File: config.mk
export PLATFORM = sky130hd
export DESIGN_NAME = cdb_arbiter
export DESIGN_NICKNAME = d
export VERILOG_FILES = /design/src/rtl/rv32i_types.sv /design/src/rtl/cdb_src_fifo.sv /design/src/rtl/cdb_arbiter.sv
export SDC_FILE = /design/constraint.sdc
export NUM_CORES = 1
export LEC_CHECK = 0
export CORE_MARGIN = 2
export CORE_UTILIZATION = 53
export CTS_BUF_LIST = sky130_fd_sc_hd__clkbuf_8 sky130_fd_sc_hd__clkbuf_16
export CTS_CLUSTER_DIAMETER = 100
export DETAILED_ROUTE_END_ITERATION = 6
export GPL_ROUTABILITY_DRIVEN = 0
export GPL_TIMING_DRIVEN = 0
export HOLD_SLACK_MARGIN = 0.15
export PLACE_DENSITY_LB_ADDON = 0.1
export SLEW_MARGIN = 20
export SYNTH_ARGS = -nofsm -noshare
export SYNTH_HDL_FRONTEND = slang
export SYNTH_HIERARCHICAL = 1
export SYNTH_SLANG_ARGS = --single-unit
File: constraint.sdc
create_clock -name clk -period 3.6 [get_ports clk]
set_input_delay 0.72 -clock clk [delete_from_list [all_inputs] [get_ports clk]]
set_output_delay 0.72 -clock clk [all_outputs]
set_load 0.01 [all_outputs]
File: src/rtl/rv32i_types.sv
// Shared RV32I core types: the common data bus record plus the CDB arbiter
// source numbering and sizing defaults.
package rv32i_types;

   localparam int ROB_IDX_W = 6;
   localparam int PREG_W    = 6;

   typedef struct packed {
      logic                 valid;
      logic [ROB_IDX_W-1:0] rob_idx;
      logic [PREG_W-1:0]    pd_s;
      logic [31:0]          rd_v;
   } cdb_t;

   localparam int CDB_NUM_SRC    = 4;
   localparam int CDB_SRC_ADD    = 0;
   localparam int CDB_SRC_MUL    = 1;
   localparam int CDB_SRC_DIV    = 2;
   localparam int CDB_SRC_BR     = 3;
   localparam int CDB_FIFO_DEPTH = 4;
   localparam int CDB_SKID_SLOTS = 2;

endpackage

File: src/rtl/cdb_src_fifo.sv
// Per-source result FIFO for the CDB arbiter. The head entry is presented
// combinationally so the arbiter can grant and pop it in the same cycle.
module cdb_src_fifo
   import rv32i_types::*;
#(
   parameter int DEPTH = CDB_FIFO_DEPTH
) (
   input  logic                     clk,
   input  logic                     rst,
   input  logic                     push,
   input  logic                     pop,
   input  logic                     flush,
   input  cdb_t                     din,
   output cdb_t                     head,
   output logic                     empty,
   output logic                     full,
   output logic [$clog2(DEPTH):0]   count
);

   localparam int PTR_W = $clog2(DEPTH);
   localparam logic [PTR_W:0] FULL_CNT = DEPTH[PTR_W:0];

   cdb_t             mem [DEPTH];
   logic [PTR_W-1:0] head_reg;
   logic [PTR_W-1:0] tail_reg;
   logic [PTR_W:0]   count_reg;

   // Pointers wrap naturally because DEPTH is a power of two.
   always_ff @(posedge clk) begin
      if (rst || flush) begin
         head_reg  <= '0;
         tail_reg  <= '0;
         count_reg <= '0;
      end else begin
         if (push) tail_reg <= tail_reg + 1'b1;
         if (pop)  head_reg <= head_reg + 1'b1;
         if (push && !pop)
            count_reg <= count_reg + 1'b1;
         else if (pop && !push)
            count_reg <= count_reg - 1'b1;
      end
   end

   // When full with push and pop together, tail equals head: the old head is
   // read out this cycle and overwritten at the edge.
   always_ff @(posedge clk) begin
      if (push) mem[tail_reg] <= din;
   end

   assign head  = mem[head_reg];
   assign empty = (count_reg == '0);
   assign full  = (count_reg == FULL_CNT);
   assign count = count_reg;

endmodule

File: src/rtl/cdb_arbiter.sv
// Serialises per-FU results onto one registered common data bus with
// round-robin arbitration. Define CDB_ARB_BR_PRIORITY_EN to give br absolute priority.
module cdb_arbiter
   import rv32i_types::*;
#(
   parameter int NUM_SRC    = CDB_NUM_SRC,
   parameter int FIFO_DEPTH = CDB_FIFO_DEPTH,
   parameter int SKID_SLOTS = CDB_SKID_SLOTS
) (
   input  logic                       clk,
   input  logic                       rst,
   input  cdb_t                       cdb_in [NUM_SRC],
   input  logic                       global_branch_signal,
   output cdb_t                       cdb_out,
   output logic [$clog2(NUM_SRC)-1:0] grant_src,
   output logic [NUM_SRC-1:0]         stall_out,
   output logic                       overflow_err
);

   localparam int SRC_W    = $clog2(NUM_SRC);
   localparam int CNT_W    = $clog2(FIFO_DEPTH) + 1;
   localparam int STALL_TH = FIFO_DEPTH - SKID_SLOTS;
   localparam logic [CNT_W-1:0] STALL_CNT = STALL_TH[CNT_W-1:0];

   cdb_t               fifo_head  [NUM_SRC];
   cdb_t               cand_entry [NUM_SRC];
   logic [CNT_W-1:0]   fifo_count [NUM_SRC];
   logic [NUM_SRC-1:0] fifo_empty, fifo_full;
   logic [NUM_SRC-1:0] cand, rr_cand, win_oh, bypass;
   logic [NUM_SRC-1:0] pop, push, enq_req, drop;

   logic               win_valid;
   logic [SRC_W-1:0]   win_idx;
   cdb_t               win_entry;
   logic [SRC_W-1:0]   rr_ptr_reg, rr_next;
   cdb_t               cdb_out_reg;
   logic [SRC_W-1:0]   grant_reg;
   logic               overflow_reg;

   genvar gi;
   generate
      for (gi = 0; gi < NUM_SRC; gi++) begin : g_src
         cdb_src_fifo #(.DEPTH(FIFO_DEPTH)) u_fifo (
            .clk   (clk),
            .rst   (rst),
            .push  (push[gi]),
            .pop   (pop[gi]),
            .flush (global_branch_signal),
            .din   (cdb_in[gi]),
            .head  (fifo_head[gi]),
            .empty (fifo_empty[gi]),
            .full  (fifo_full[gi]),
            .count (fifo_count[gi])
         );

         // Queued head beats the same-cycle input so per-source order holds.
         assign cand[gi]       = ~fifo_empty[gi] | cdb_in[gi].valid;
         assign cand_entry[gi] = fifo_empty[gi] ? cdb_in[gi] : fifo_head[gi];
         assign bypass[gi]     = win_oh[gi] & fifo_empty[gi];
         assign pop[gi]        = win_oh[gi] & ~fifo_empty[gi] & ~global_branch_signal;
         assign enq_req[gi]    = cdb_in[gi].valid & ~global_branch_signal & ~bypass[gi];
         assign push[gi]       = enq_req[gi] & (~fifo_full[gi] | pop[gi]);
         assign drop[gi]       = enq_req[gi] & fifo_full[gi] & ~pop[gi];
         assign stall_out[gi]  = (fifo_count[gi] >= STALL_CNT);
      end
   endgenerate

   always_comb begin
      rr_cand = cand;
`ifdef CDB_ARB_BR_PRIORITY_EN
      rr_cand[CDB_SRC_BR] = 1'b0;
`endif
   end

   always_comb begin
      int idx;
      win_valid = 1'b0;
      win_idx   = '0;
      idx       = 0;
      for (int off = 0; off < NUM_SRC; off++) begin
         idx = int'(rr_ptr_reg) + off;
         if (idx >= NUM_SRC) idx = idx - NUM_SRC;
         if (!win_valid && rr_cand[idx[SRC_W-1:0]]) begin
            win_valid = 1'b1;
            win_idx   = idx[SRC_W-1:0];
         end
      end
`ifdef CDB_ARB_BR_PRIORITY_EN
      if (cand[CDB_SRC_BR]) begin
         win_valid = 1'b1;
         win_idx   = SRC_W'(CDB_SRC_BR);
      end
`endif
   end

   always_comb begin
      win_oh = '0;
      if (win_valid) win_oh[win_idx] = 1'b1;
      win_entry       = cand_entry[win_idx];
      win_entry.valid = 1'b1;
   end

   always_comb begin
      rr_next = rr_ptr_reg;
      if (win_valid)
         rr_next = (win_idx == SRC_W'(NUM_SRC - 1)) ? '0 : win_idx + 1'b1;
`ifdef CDB_ARB_BR_PRIORITY_EN
      if (win_valid && win_idx == SRC_W'(CDB_SRC_BR)) rr_next = rr_ptr_reg;
`endif
   end

   always_ff @(posedge clk) begin
      if (rst) begin
         cdb_out_reg  <= '0;
         grant_reg    <= '0;
         rr_ptr_reg   <= '0;
         overflow_reg <= 1'b0;
      end else if (global_branch_signal) begin
         cdb_out_reg <= '0;
         rr_ptr_reg  <= '0;
      end else begin
         if (win_valid) begin
            cdb_out_reg <= win_entry;
            grant_reg   <= win_idx;
         end else begin
            cdb_out_reg <= '0;
         end
         rr_ptr_reg <= rr_next;
         if (|drop) overflow_reg <= 1'b1;
      end
   end

   assign cdb_out      = cdb_out_reg;
   assign grant_src    = grant_reg;
   assign overflow_err = overflow_reg;

endmodule

==> flow_metrics.env <==
export IMPL_outcome="finished, final reports clean"
export IMPL_grt_pass1_wl_um=104000
export IMPL_multiInputGateArea_um2=8790
export IMPL_worst_slew_margin_rel_pct=49.9
export IMPL_crit_path_end_kind="flip-flop"
export IMPL_track_usage_pct=22.6
export IMPL_p_per_area_nw_per_um2=549
export IMPL_power_switching_uw=4870
export IMPL_dr_first_iter_drc_count=1344
export IMPL_power_uw=21100
export IMPL_postSynthAreaPerCell_um2=20.6
export IMPL_clock_sinks=790
export IMPL_clk_pin_slew_ps=60
export IMPL_hold_path_class="reg -> reg"
export IMPL_grt_pass1_vias=16137
export IMPL_ff2ff_path_depth=16
export IMPL_syn_num_nets=1780
export IMPL_critPathArrivalTime_ps=4130
export IMPL_dieWidth_um=251
export IMPL_cts_buffers=81
export IMPL_cts_tree="yes"
export IMPL_worst_slew_pin_slew_ps=745
export IMPL_nets=2102
export IMPL_reg2reg_from="g_src[0].u_fifo/count[1]$_SDFFE_PP0P_"
export IMPL_die_h_um=251
export IMPL_dr_pass1_iters=5
export IMPL_vias_per_cell=5.83
export IMPL_critPathLaunchType="primary input"
export IMPL_p_int_uw=16300
export IMPL_fmaxAchievable_ghz=0.279
export IMPL_io_pins=235
export IMPL_area_growth_pct=18.8
export IMPL_crit_required_ps=4150
export IMPL_setup_tns_ps=0
export IMPL_holdPathStages=2
export IMPL_p_clk_share_pct=38.2
export IMPL_start_util_pct=53.7
export IMPL_min_from="g_src[0].u_fifo/count[2]$_SDFFE_PP0P_"
export IMPL_cp_startpoint="cdb_in[134]"
export IMPL_cts_hold_buf=0
export IMPL_postSynthCellCount=1572
export IMPL_sw_frac_of_total_pct=23.0
export IMPL_drive_above_1_share_pct=26.4
export IMPL_finalHoldViolations=0
export IMPL_combPwrFrac_pct=12.7
export IMPL_cts_max_level=3
export IMPL_setup_violations=0
export IMPL_use_met2_pct=35.0
export IMPL_grt_util_met3_pct=4.17
export IMPL_dp_hpwl_um=47400
export IMPL_totalWireLength_um=71000
export IMPL_critPathKind="in -> reg"
export IMPL_seq_area_um2=22900
export IMPL_syn_area_um2=32400
export IMPL_dieArea_um2=63100
export IMPL_grt_busiest_layer="met2"
export IMPL_core_area_um2=60400
export IMPL_wl_per_cell_um=25.8
export IMPL_largest_reg_flops=704
export IMPL_drtAntennaViolNets=0
export IMPL_port_buffers=234
export IMPL_p_seq_share_pct=49.1
export IMPL_fin_crit_sh_pct=99.5
export IMPL_grt_max_degree=45
export IMPL_maxCapViolCount=0
export IMPL_min_period_ps=3580
export IMPL_num_rows=90
export IMPL_rsz0062_at_grt="yes"
export IMPL_fin_skew_ps=22.7
export IMPL_clockBufferDepth=3
export IMPL_grt_util_met1_pct=33.4
export IMPL_clkLatencyLatePin_ps=620
export IMPL_peakVddDrop_mv=0.389
export IMPL_yosysWarnings=6
export IMPL_cts_root_buf="clkbuf_16"
export IMPL_vias=16007
export IMPL_finalMaxSlewViolations=0
export IMPL_fillers=4222
export IMPL_overflow=0
export IMPL_drc=0
export IMPL_antenna_found_initial=10
export IMPL_cp_max_fo=8
export IMPL_p_leak_uw=0.0134
cell usage in the layout, fill, tap and decap left out, types with 16 or more instances in the layout:
| master | n |
|---|---|
| and2_4 | 16 |
| buf_12 | 18 |
| buf_2 | 42 |
| clkbuf_16 | 85 |
| clkdlybuf4s50_1 | 233 |
| dfxtp_1 | 86 |
| edfxtp_1 | 704 |
| ha_1 | 21 |
| inv_1 | 45 |
| mux2_2 | 81 |
| mux2i_1 | 187 |
| mux4_1 | 16 |
| mux4_2 | 160 |
| nor2_1 | 32 |
| o22ai_2 | 40 |
path summary, 6_finish.rpt:
| kind | endpoint | slack (ps) |
|---|---|---|
| worst min register to register | g_src[0].u_fifo/count[2]$_SDFFE_PP0P_ | 520 |
| worst min-delay path | g_src[0].u_fifo/count[2]$_SDFFE_PP0P_ | 520 |
| worst max register to register | g_src[3].u_fifo/count[2]$_SDFFE_PP0P_ | 110 |
| worst max-delay path | g_src[3].u_fifo/count[2]$_SDFFE_PP0P_ | 20 |
power by group through the flow:
stage | combinational [µW] | clock [µW] | sequential (µW)
2_1_floorplan | 1520 | 0 | 10600
3_3_place_gp | 2610 | 0 | 10600
3_5_place_dp | 2670 | 0 | 10600
4_1_cts | 2700 | 8230 | 10400
5_1_grt | 2850 | 8590 | 10400
6_report | 2690 | 8070 | 10400
metal layers:
metal | up-vias | part of all wire, %
met5 | - | 0.14
met2 | 448 | 48
met1 | 8355 | 45
met3 | 91 | 5.7
met4 | 14 | 1.8
li1 | 7099 | -
layout make-up:
| class | instances | share of cell area, % |
|---|---|---|
| sequential | 790 | 59.4 |
| inverter | 21 | 0.205 |
| clock buffer | 94 | 5.85 |
| antenna | 3 | 0.0195 |
| tap | 782 | 2.54 |
| timing repair buffer | 241 | 6.29 |
| multi-input combinational | 674 | 22.8 |
| buffer | 85 | 1.95 |
| clock inverter | 56 | 0.894 |
worst max-delay path: stages:
cell             delay [ps]
clkdlybuf4s50_1         570
nand2b_1                250
a211oi_1                 90
o32a_1                  350
buf_6                   150
ha_1                    170
inv_1                   100
nor2_1                   60
o22ai_1                 140
and3_4                  260
ha_1                    200
inv_1                    60
fa_1                    380
xor2_1                  190
or3_1                   310
a21oi_1                 130
per-stage QoR:
step / cells / hold slack [ps] / util, % / area (µm²) / worst slack, ps
final: 2746 / 525 / 63.8 / 38500 / 17.1
after global routing: 2745 / 545 / 63.8 / 38500 / -166
after CTS: 2742 / 521 / 63.7 / 38400 / 3.38
after detailed placement: 2590 / 496 / 59.3 / 35800 / -1010
after global placement: 2588 / 486 / 59.2 / 35700 / -1370
after floorplan: 1572 / 475 / - / 32400 / 91.8
timing repair:
item | CTS | global route
setup buffers | 3 | 2
pin swaps | 0 | 1
setup endpoints to repair | 359 | 114
gates resized for setup | 5 | 6
(Power assumes the default switching activity.)
